File: src/rtl/ps2_keyboard_rx_if.sv
// PS/2 keyboard receiver bundle: raw keyboard lines in, decoded key events out.
// master = keyboard / host-side driver, slave = receiver.
interface ps2_keyboard_rx_if;
    logic       PS2_CLK;
    logic       PS2_DATA;
    logic [7:0] key_code;
    logic       key_break;
    logic       key_ext;
    logic       key_valid;
    logic       frame_err;
    logic       busy;

    modport master (
        output PS2_CLK, PS2_DATA,
        input  key_code, key_break, key_ext, key_valid, frame_err, busy
    );

    modport slave (
        input  PS2_CLK, PS2_DATA,
        output key_code, key_break, key_ext, key_valid, frame_err, busy
    );
endinterface

File: src/rtl/ps2_keyboard_rx.sv
// PS/2 keyboard frame receiver with E0/F0 prefix decoding and inter-edge timeout.
// Result pulses one cycle after the stop-bit edge; no backpressure (events are fire-and-forget pulses).
module ps2_keyboard_rx #(
    parameter int TIMEOUT_CYCLES = 2000
) (
    input  logic               clk,
    input  logic               rst,
    ps2_keyboard_rx_if.slave   bus
);
    localparam int TW = $clog2(TIMEOUT_CYCLES + 1);

    typedef enum logic [1:0] {IDLE, DATA, PARITY, STOP} state_t;

    state_t          state_q;
    logic            clk_s1_q, clk_s2_q, clk_prev_q;
    logic            dat_s1_q, dat_s2_q;
    logic [2:0]      bit_cnt_q;
    logic [7:0]      shift_q;
    logic            par_q;
    logic [TW-1:0]   to_cnt_q;
    logic            ext_pend_q, brk_pend_q;
    logic [7:0]      key_code_q;
    logic            key_break_q, key_ext_q, key_valid_q, frame_err_q;

    logic fall_d, byte_good_d, timeout_d;

    assign fall_d      = clk_prev_q & ~clk_s2_q;
    // Odd parity over data+parity, and stop bit (sampled now) must be 1.
    assign byte_good_d = (^{shift_q, par_q}) & dat_s2_q;
    assign timeout_d   = (to_cnt_q == TW'(TIMEOUT_CYCLES));

    always_ff @(posedge clk or negedge rst) begin
        if (!rst) begin
            clk_s1_q   <= 1'b1;
            clk_s2_q   <= 1'b1;
            clk_prev_q <= 1'b1;
            dat_s1_q   <= 1'b1;
            dat_s2_q   <= 1'b1;
        end else begin
            clk_s1_q   <= bus.PS2_CLK;
            clk_s2_q   <= clk_s1_q;
            clk_prev_q <= clk_s2_q;
            dat_s1_q   <= bus.PS2_DATA;
            dat_s2_q   <= dat_s1_q;
        end
    end

    always_ff @(posedge clk or negedge rst) begin
        if (!rst) begin
            state_q     <= IDLE;
            bit_cnt_q   <= 3'd0;
            shift_q     <= 8'h00;
            par_q       <= 1'b0;
            to_cnt_q    <= '0;
            ext_pend_q  <= 1'b0;
            brk_pend_q  <= 1'b0;
            key_code_q  <= 8'h00;
            key_break_q <= 1'b0;
            key_ext_q   <= 1'b0;
            key_valid_q <= 1'b0;
            frame_err_q <= 1'b0;
        end else begin
            key_valid_q <= 1'b0;
            frame_err_q <= 1'b0;
            if (state_q == IDLE || fall_d) begin
                to_cnt_q <= '0;
            end else begin
                to_cnt_q <= to_cnt_q + 1'b1;
            end

            // A falling edge in the timeout cycle still counts as progress.
            if (state_q != IDLE && timeout_d && !fall_d) begin
                state_q     <= IDLE;
                frame_err_q <= 1'b1;
                ext_pend_q  <= 1'b0;
                brk_pend_q  <= 1'b0;
                to_cnt_q    <= '0;
            end else begin
                case (state_q)
                    IDLE: begin
                        if (fall_d && !dat_s2_q) begin
                            state_q   <= DATA;
                            bit_cnt_q <= 3'd0;
                        end
                    end
                    DATA: begin
                        if (fall_d) begin
                            shift_q   <= {dat_s2_q, shift_q[7:1]};
                            bit_cnt_q <= bit_cnt_q + 3'd1;
                            if (bit_cnt_q == 3'd7) begin
                                state_q <= PARITY;
                            end
                        end
                    end
                    PARITY: begin
                        if (fall_d) begin
                            par_q   <= dat_s2_q;
                            state_q <= STOP;
                        end
                    end
                    STOP: begin
                        if (fall_d) begin
                            state_q <= IDLE;
                            if (!byte_good_d) begin
                                frame_err_q <= 1'b1;
                                ext_pend_q  <= 1'b0;
                                brk_pend_q  <= 1'b0;
                            end else if (shift_q == 8'hE0) begin
                                ext_pend_q <= 1'b1;
                            end else if (shift_q == 8'hF0) begin
                                brk_pend_q <= 1'b1;
                            end else begin
                                key_code_q  <= shift_q;
                                key_ext_q   <= ext_pend_q;
                                key_break_q <= brk_pend_q;
                                key_valid_q <= 1'b1;
                                ext_pend_q  <= 1'b0;
                                brk_pend_q  <= 1'b0;
                            end
                        end
                    end
                    default: state_q <= IDLE;
                endcase
            end
        end
    end

    assign bus.key_code  = key_code_q;
    assign bus.key_break = key_break_q;
    assign bus.key_ext   = key_ext_q;
    assign bus.key_valid = key_valid_q;
    assign bus.frame_err = frame_err_q;
    assign bus.busy      = (state_q != IDLE);
endmodule
File: src/flat_wrapper.sv
// flat-port wrapper written by rule: the top's interface ports become plain ports
module ps2_keyboard_rx_flat 
#(
    parameter int TIMEOUT_CYCLES = 2000
)
  (clk, rst, bus_PS2_CLK, bus_PS2_DATA, bus_key_code, bus_key_break, bus_key_ext, bus_key_valid, bus_frame_err, bus_busy);
  ps2_keyboard_rx_if bus_i ();
  input  logic clk;
  input  logic rst;
  input wire logic [$bits(bus_i.PS2_CLK)-1:0] bus_PS2_CLK;
  input wire logic [$bits(bus_i.PS2_DATA)-1:0] bus_PS2_DATA;
  output wire logic [$bits(bus_i.key_code)-1:0] bus_key_code;
  output wire logic [$bits(bus_i.key_break)-1:0] bus_key_break;
  output wire logic [$bits(bus_i.key_ext)-1:0] bus_key_ext;
  output wire logic [$bits(bus_i.key_valid)-1:0] bus_key_valid;
  output wire logic [$bits(bus_i.frame_err)-1:0] bus_frame_err;
  output wire logic [$bits(bus_i.busy)-1:0] bus_busy;
  assign bus_i.PS2_CLK = bus_PS2_CLK;
  assign bus_i.PS2_DATA = bus_PS2_DATA;
  assign bus_key_code = bus_i.key_code;
  assign bus_key_break = bus_i.key_break;
  assign bus_key_ext = bus_i.key_ext;
  assign bus_key_valid = bus_i.key_valid;
  assign bus_frame_err = bus_i.frame_err;
  assign bus_busy = bus_i.busy;
  ps2_keyboard_rx #(.TIMEOUT_CYCLES(TIMEOUT_CYCLES)) u_core (.clk(clk), .rst(rst), .bus(bus_i));
endmodule
File: config.mk
export PLATFORM = sky130hd
export DESIGN_NAME = ps2_keyboard_rx_flat
export DESIGN_NICKNAME = d
export VERILOG_FILES = /design/src/rtl/ps2_keyboard_rx_if.sv /design/src/rtl/ps2_keyboard_rx.sv /design/src/flat_wrapper.sv
export SDC_FILE = /design/constraint.sdc
export NUM_CORES = 1
export LEC_CHECK = 0
export CELL_PAD_IN_SITES_DETAIL_PLACEMENT = 1
export CELL_PAD_IN_SITES_GLOBAL_PLACEMENT = 1
export CORE_ASPECT_RATIO = 2
export CORE_MARGIN = 8
export CORE_UTILIZATION = 46
export DETAILED_ROUTE_END_ITERATION = 6
export GPL_TIMING_DRIVEN = 0
export PLACE_DENSITY = 0.81
export SLEW_MARGIN = 20
export SYNTH_ARGS = -nofsm -noshare
export SYNTH_HDL_FRONTEND = slang
export SYNTH_SLANG_ARGS = --single-unit
File: constraint.sdc
create_clock -name clk -period 3.65 [get_ports clk]
set_clock_uncertainty 0.2 [all_clocks]
set_input_delay 0.5475 -clock clk [delete_from_list [all_inputs] [get_ports clk]]
set_output_delay 0.5475 -clock clk [all_outputs]
set_load 0.1 [all_outputs]
# After elaboration in Yosys (flattened, before gate mapping)
# Cells that the tools add are included.
# totals
ff_bits,44
latch_bits,0
ram_bits,0
romBits,0
in_bits,4
output_inout_bits,13
elab_cells,94
n_memories,0
# op_classes
n_addsub,2
mul,0
n_div,0
n_lt_le_gt_ge,0
eq_ne,16
n_shift,0
n_mux,34
n_bitwise,6
reduce_logical,19
# ops
op,n
$mux W1,22
$mux W11,2
$eq A8 B8 Y1 const B,2
$mux W2,6
$ne A3 B1 Y1 const B,4
$reduce_and A3 Y1,4
$add A11 B1 Y11 const B,1
$eq A11 B11 Y1 const B,1
$reduce_xor A9 Y1,1
$pmux W2 S4,1
$reduce_bool A2 Y1,4
$mux W3,2
$ne A3 B3 Y1 const B,2
$pmux W3 S2,1
$reduce_and A6 Y1,1
$reduce_and A5 Y1,1
$eq A2 B2 Y1 const B,2
$ne A4 B4 Y1 const B,1
$not A1 Y1,4
$reduce_and A4 Y1,1
$add A3 B1 Y3 const B,1
$eq A3 B3 Y1 const B,1
$logic_and A1 B1 Y1,3
$and A1 B1 Y1,2
other kinds (6),7

# Longest topological paths before layout
# logic_depth
word_depth,7
mapped_depth,7
depth_no_buf,7

# Worst setup path before layout
# No wires, ideal clock.
# synth_path
path_type,register -> register
startpoint,reg u_core.shift_q[6]
endpoint,"reg u_core.key_break_q, in the netlist u_core.bus.key_break"
setup_ps,125
arrival_time_ps,2239
required_time_ps,3325
slack_ps,1085
stages_incl_launch_ff,6
n_path_buf,0
period_less_slack_ps,2565
cell_sequence,dfrtp_1 xnor2_1 xnor3_2 mux2i_1 a2111oi_4 mux2_2
# synth_via
elab_chain_cells,3
word_cells_on_any_way,7
classes_between,eq/ne (2); bitwise (3); reduce/logical (2)
# synth_rtl
element,line_no,rtl
start: declaration,ps2_keyboard_rx.sv:18,logic [7:0] shift_q;
start signal: assignment,ps2_keyboard_rx.sv:88,"shift_q <= {dat_s2_q, shift_q[7:1]};"
"$reduce_xor A9 Y1, or another cell as far along",ps2_keyboard_rx.sv:29,"assign byte_good_d = (^{shift_q, par_q}) & dat_s2_q;"
$and A1 B1 Y1 or $not A1 Y1 (tied branches),n/a,
$reduce_and A6 Y1 (no line) *,n/a,
end signal: assignment,ps2_keyboard_rx.sv:115,key_break_q <= brk_pend_q;
end: declaration,ps2_keyboard_rx.sv:23,"logic key_break_q, key_ext_q, key_valid_q, frame_err_q;"
# Every way passes the cells marked *; elsewhere a longest branch is shown, timed or not.
# A chain may end at the register's enable or synchronous reset.

# Final worst setup path
# layout_path
startpoint,reg u_core.state_q[0]
endpoint,out bus_busy
# layout_via
elab_chain_cells,1
# layout_rtl
element,line_no,rtl
start: declaration,ps2_keyboard_rx.sv:14,state_t state_q;
start signal: assignment,ps2_keyboard_rx.sv:50,state_q <= IDLE;
start signal: assignment,ps2_keyboard_rx.sv:73,state_q <= IDLE;
start signal: assignment,ps2_keyboard_rx.sv:82,state_q <= DATA;
$reduce_bool A2 Y1,ps2_keyboard_rx.sv:133,assign bus.busy = (state_q != IDLE);
end: declaration,flat_wrapper.sv:17,output wire logic [$bits(bus_i.busy)-1:0] bus_busy;
# Every way passes these cells.

==> flow_metrics.tcl <==
set metrics [dict create \
    synth_edf_count 0 \
    yosysTopAreaCell "dfrtp_1" \
    crit_chain "inv_1 -> ha_1 -> inv_1 -> clkdlybuf4s50_1" \
    powerDensity_mw_per_mm2 835 \
    first_iter_violations 20 \
    total_power_uw 2130 \
    vias 1505 \
    cts_root_buf "clkbuf_8" \
    route.detailed.drc 0 \
    ios 17 \
    yosysUniqueCellTypes 40 \
    port_buffers 16 \
    finalSetupViolCount 0 \
    htreeDepth 2 \
    final.fill_count 501 \
    fin_crit_sh_pct 86.4 \
    final_common_cell "dfrtp_1" \
    yosysTopAreaCellShare_pct 44.9 \
    cp.arrival_ps 2400 \
    syn-cell-area_mm2 0.00217 \
    dp_hpwl_um 3690 \
    die_x_um 64.6 \
    max_freq_ghz 0.317 \
    cpMostUsedCell "inv_1" \
    cts_sinks 44 \
    synth_area_leaders "dfrtp_1 (45%), mux2_2 (9.3%), dfstp_2 (6.0%)" \
    synth-seq-area-share_pct 50.9 \
    wl_um 4890 \
    final_cell_mix "dfrtp_1 (39), mux2_2 (18), clkdlybuf4s50_1 (15)" \
    hp-class "reg2reg" \
    grt_pass1_wl_um 8380 \
    required_ps 2900 \
    dieArea_mm2 0.00732 \
    maxSlewViolCount 0 \
    syn_to_final_growth_pct 17.1 \
    grt_antenna_before_repair 0 \
    synthArstFlopShare_pct 100 \
    worstMarginPinSlew_ps 990 \
    fp-row-count 35 \
    wire_per_inst_um 18.2 \
    num_antenna_cells 0 \
    period_minus_slack_ps 3150 \
    rsz0062_at_grt "false" \
    vias_per_cell 5.59 \
    cts_tree "yes" \
    clk_pin_slew_ps 90 \
    netlist_instances 188 \
    grt-ovfl-total 0 \
    nets 225 \
    crit_path_end_kind "output port" \
    ys_ff_latch 44 \
    place_congestion 0.777 \
    cts_buffers 5 \
    critPathSlowestCell "clkdlybuf4s50_1" \
    irDropWorstVdd_mv 0.580 \
    drive_gt1_share_pct 17.8 \
    coreArea_mm2 0.00460 \
    crit_type "reg2out" \
    clk_latency_ps 310 \
    startpoint_type "register" \
    start_util_pct 47.3 \
    synth-main-ff-cell "dfrtp_1" \
    drv_cap 0 \
    cp_max_fo 8 \
    ys_warn_count 0 \
    first_global_vias 1769 \
    cts_buffer_depth 2 \
    synth_fp_nets 200 \
    firstDrtPassIters 4 \
    p_leak_uw 0.00113 \
    max_stage_delay_ps 1160 \
    die_h_um 113 \
    relSlewSlack_pct 33.8 \
    grt_max_degree 26 \
    tns_ps 0 \
    hold_viol 0 \
    syn_avg_cell_area_um2 11.6 \
    postRouteAntennaNets 0 \
    status "finished, final reports clean" \
    track_usage_pct 14.7 \
]
[worst paths after layout]
| kind | to | startpoint | depth (start not counted) | slack [ps] |
|---|---|---|---|---|
| worst max-delay path | bus_busy | u_core.state_q[0] | 4 | 500 |
| worst min-delay path | u_core.dat_s2_q | u_core.dat_s1_q | 0 | 150 |
| worst max register to register | u_core.bus.key_code[4] | u_core.shift_q[5] | 5 | 710 |
| worst min register to register | u_core.dat_s2_q | u_core.dat_s1_q | 0 | 150 |
| max in group asynchronous | u_core.clk_s1_q | rst | 3 | 2140 |
| min in group asynchronous | u_core.bus.key_code[6] | rst | 2 | 520 |
[synthesized netlist by cell type (3+ instances only)]
| cell | number |
|---|---|
| o21ai_0 | 5 |
| nor2_1 | 14 |
| nor2b_1 | 4 |
| dfstp_2 | 5 |
| nor3_1 | 3 |
| dfrtp_1 | 39 |
| ha_1 | 8 |
| clkbuf_1 | 6 |
| a31oi_1 | 3 |
| xor2_1 | 3 |
| mux2_2 | 18 |
| xnor2_1 | 12 |
| inv_1 | 9 |
| nand2_1 | 12 |
| nand2b_1 | 4 |
| and3_1 | 4 |
| a21oi_1 | 5 |
| nand3_1 | 3 |
| nand4_1 | 3 |
[area by class of cell]
class | instances | area (um^2) | share of cell area, %
plain buffers | 7 | 27.5 | 1.08
clock buffers | 5 | 68.8 | 2.70
clock inverters | 3 | 42.5 | 1.67
inverters | 9 | 33.8 | 1.33
multi-input cells | 128 | 1010 | 39.5
flip-flops and latches | 44 | 1110 | 43.5
well taps | 55 | 68.8 | 2.70
repair buffers | 18 | 193 | 7.56
[cells by family (layout without fill, tap and decap cells)]
family	after synthesis	in the layout	synth area share, %
and+or+nand+nor	59	59	14.3
DFF	44	44	50.9
AOI/OAI and AO/OA	23	23	7.88
muxes	20	20	10.2
xor gates and xnor gates	18	18	9.26
buffers and inverters	16	42	2.82
adders and majority gates	8	8	4.60
[where the power goes]
part,switching [uW],internal (uW)
Sequential,103,592
Combinational,610,445
Clock,174,203
Total,888,1240
[stage by stage]
stage	hold slack [ps]	cell area, um^2	std cells	setup slack, ps	utilization (%)
6_report	148	2550	269	498	55.4
5_1_grt	149	2550	269	356	55.4
4_1_cts	152	2550	269	468	55.4
3_5_place_dp	147	2430	260	684	52.8
3_3_place_gp	147	2400	259	785	52.3
2_1_floorplan	51.9	2170	188	1090	-
[per-layer routing]
layer | wire length [um] | GRT usage, % | vias to the layer above
met5 | 0 | 0 | -
met4 | 147 | 8.06 | 0
met3 | 177 | 3.46 | 13
met2 | 2880 | 28.6 | 26
met1 | 1680 | 12.9 | 763
li1 | - | - | 703
[critical path, delay by kind of cell (launching register included)]
kind                     cells  cell delay [ps]
flip-flops                   1              410
buffers and inverters        3             1390
adder cells (fa/ha/maj)      1              290
[flip-flops by register name (all words and copies together) (netlist names)]
| register | flops |
|---|---|
| u_core.shift_q | 8 |
| u_core.bus.key_ext | 1 |
| u_core.bus.frame_err | 1 |
| u_core.clk_s1_q | 1 |
| u_core.to_cnt_q | 11 |
| u_core.bus.key_break | 1 |
| u_core.par_q | 1 |
| u_core.brk_pend_q | 1 |
| u_core.clk_prev_q | 1 |
| u_core.dat_s1_q | 1 |
| u_core.state_q | 2 |
| u_core.dat_s2_q | 1 |
| u_core.bus.key_code | 8 |
| u_core.ext_pend_q | 1 |
| u_core.clk_s2_q | 1 |
| u_core.bit_cnt_q | 3 |
| u_core.bus.key_valid | 1 |
[what timing repair did]
| item | 4_1_cts | 5_1_grt |
|---|---|---|
| gates resized for setup | 0 | 0 |
| hold buffers | 1 | 0 |
| setup buffers | 0 | 0 |
| endpoints found under the hold margin | 4 | 0 |
(Power assumes the default switching activity.)
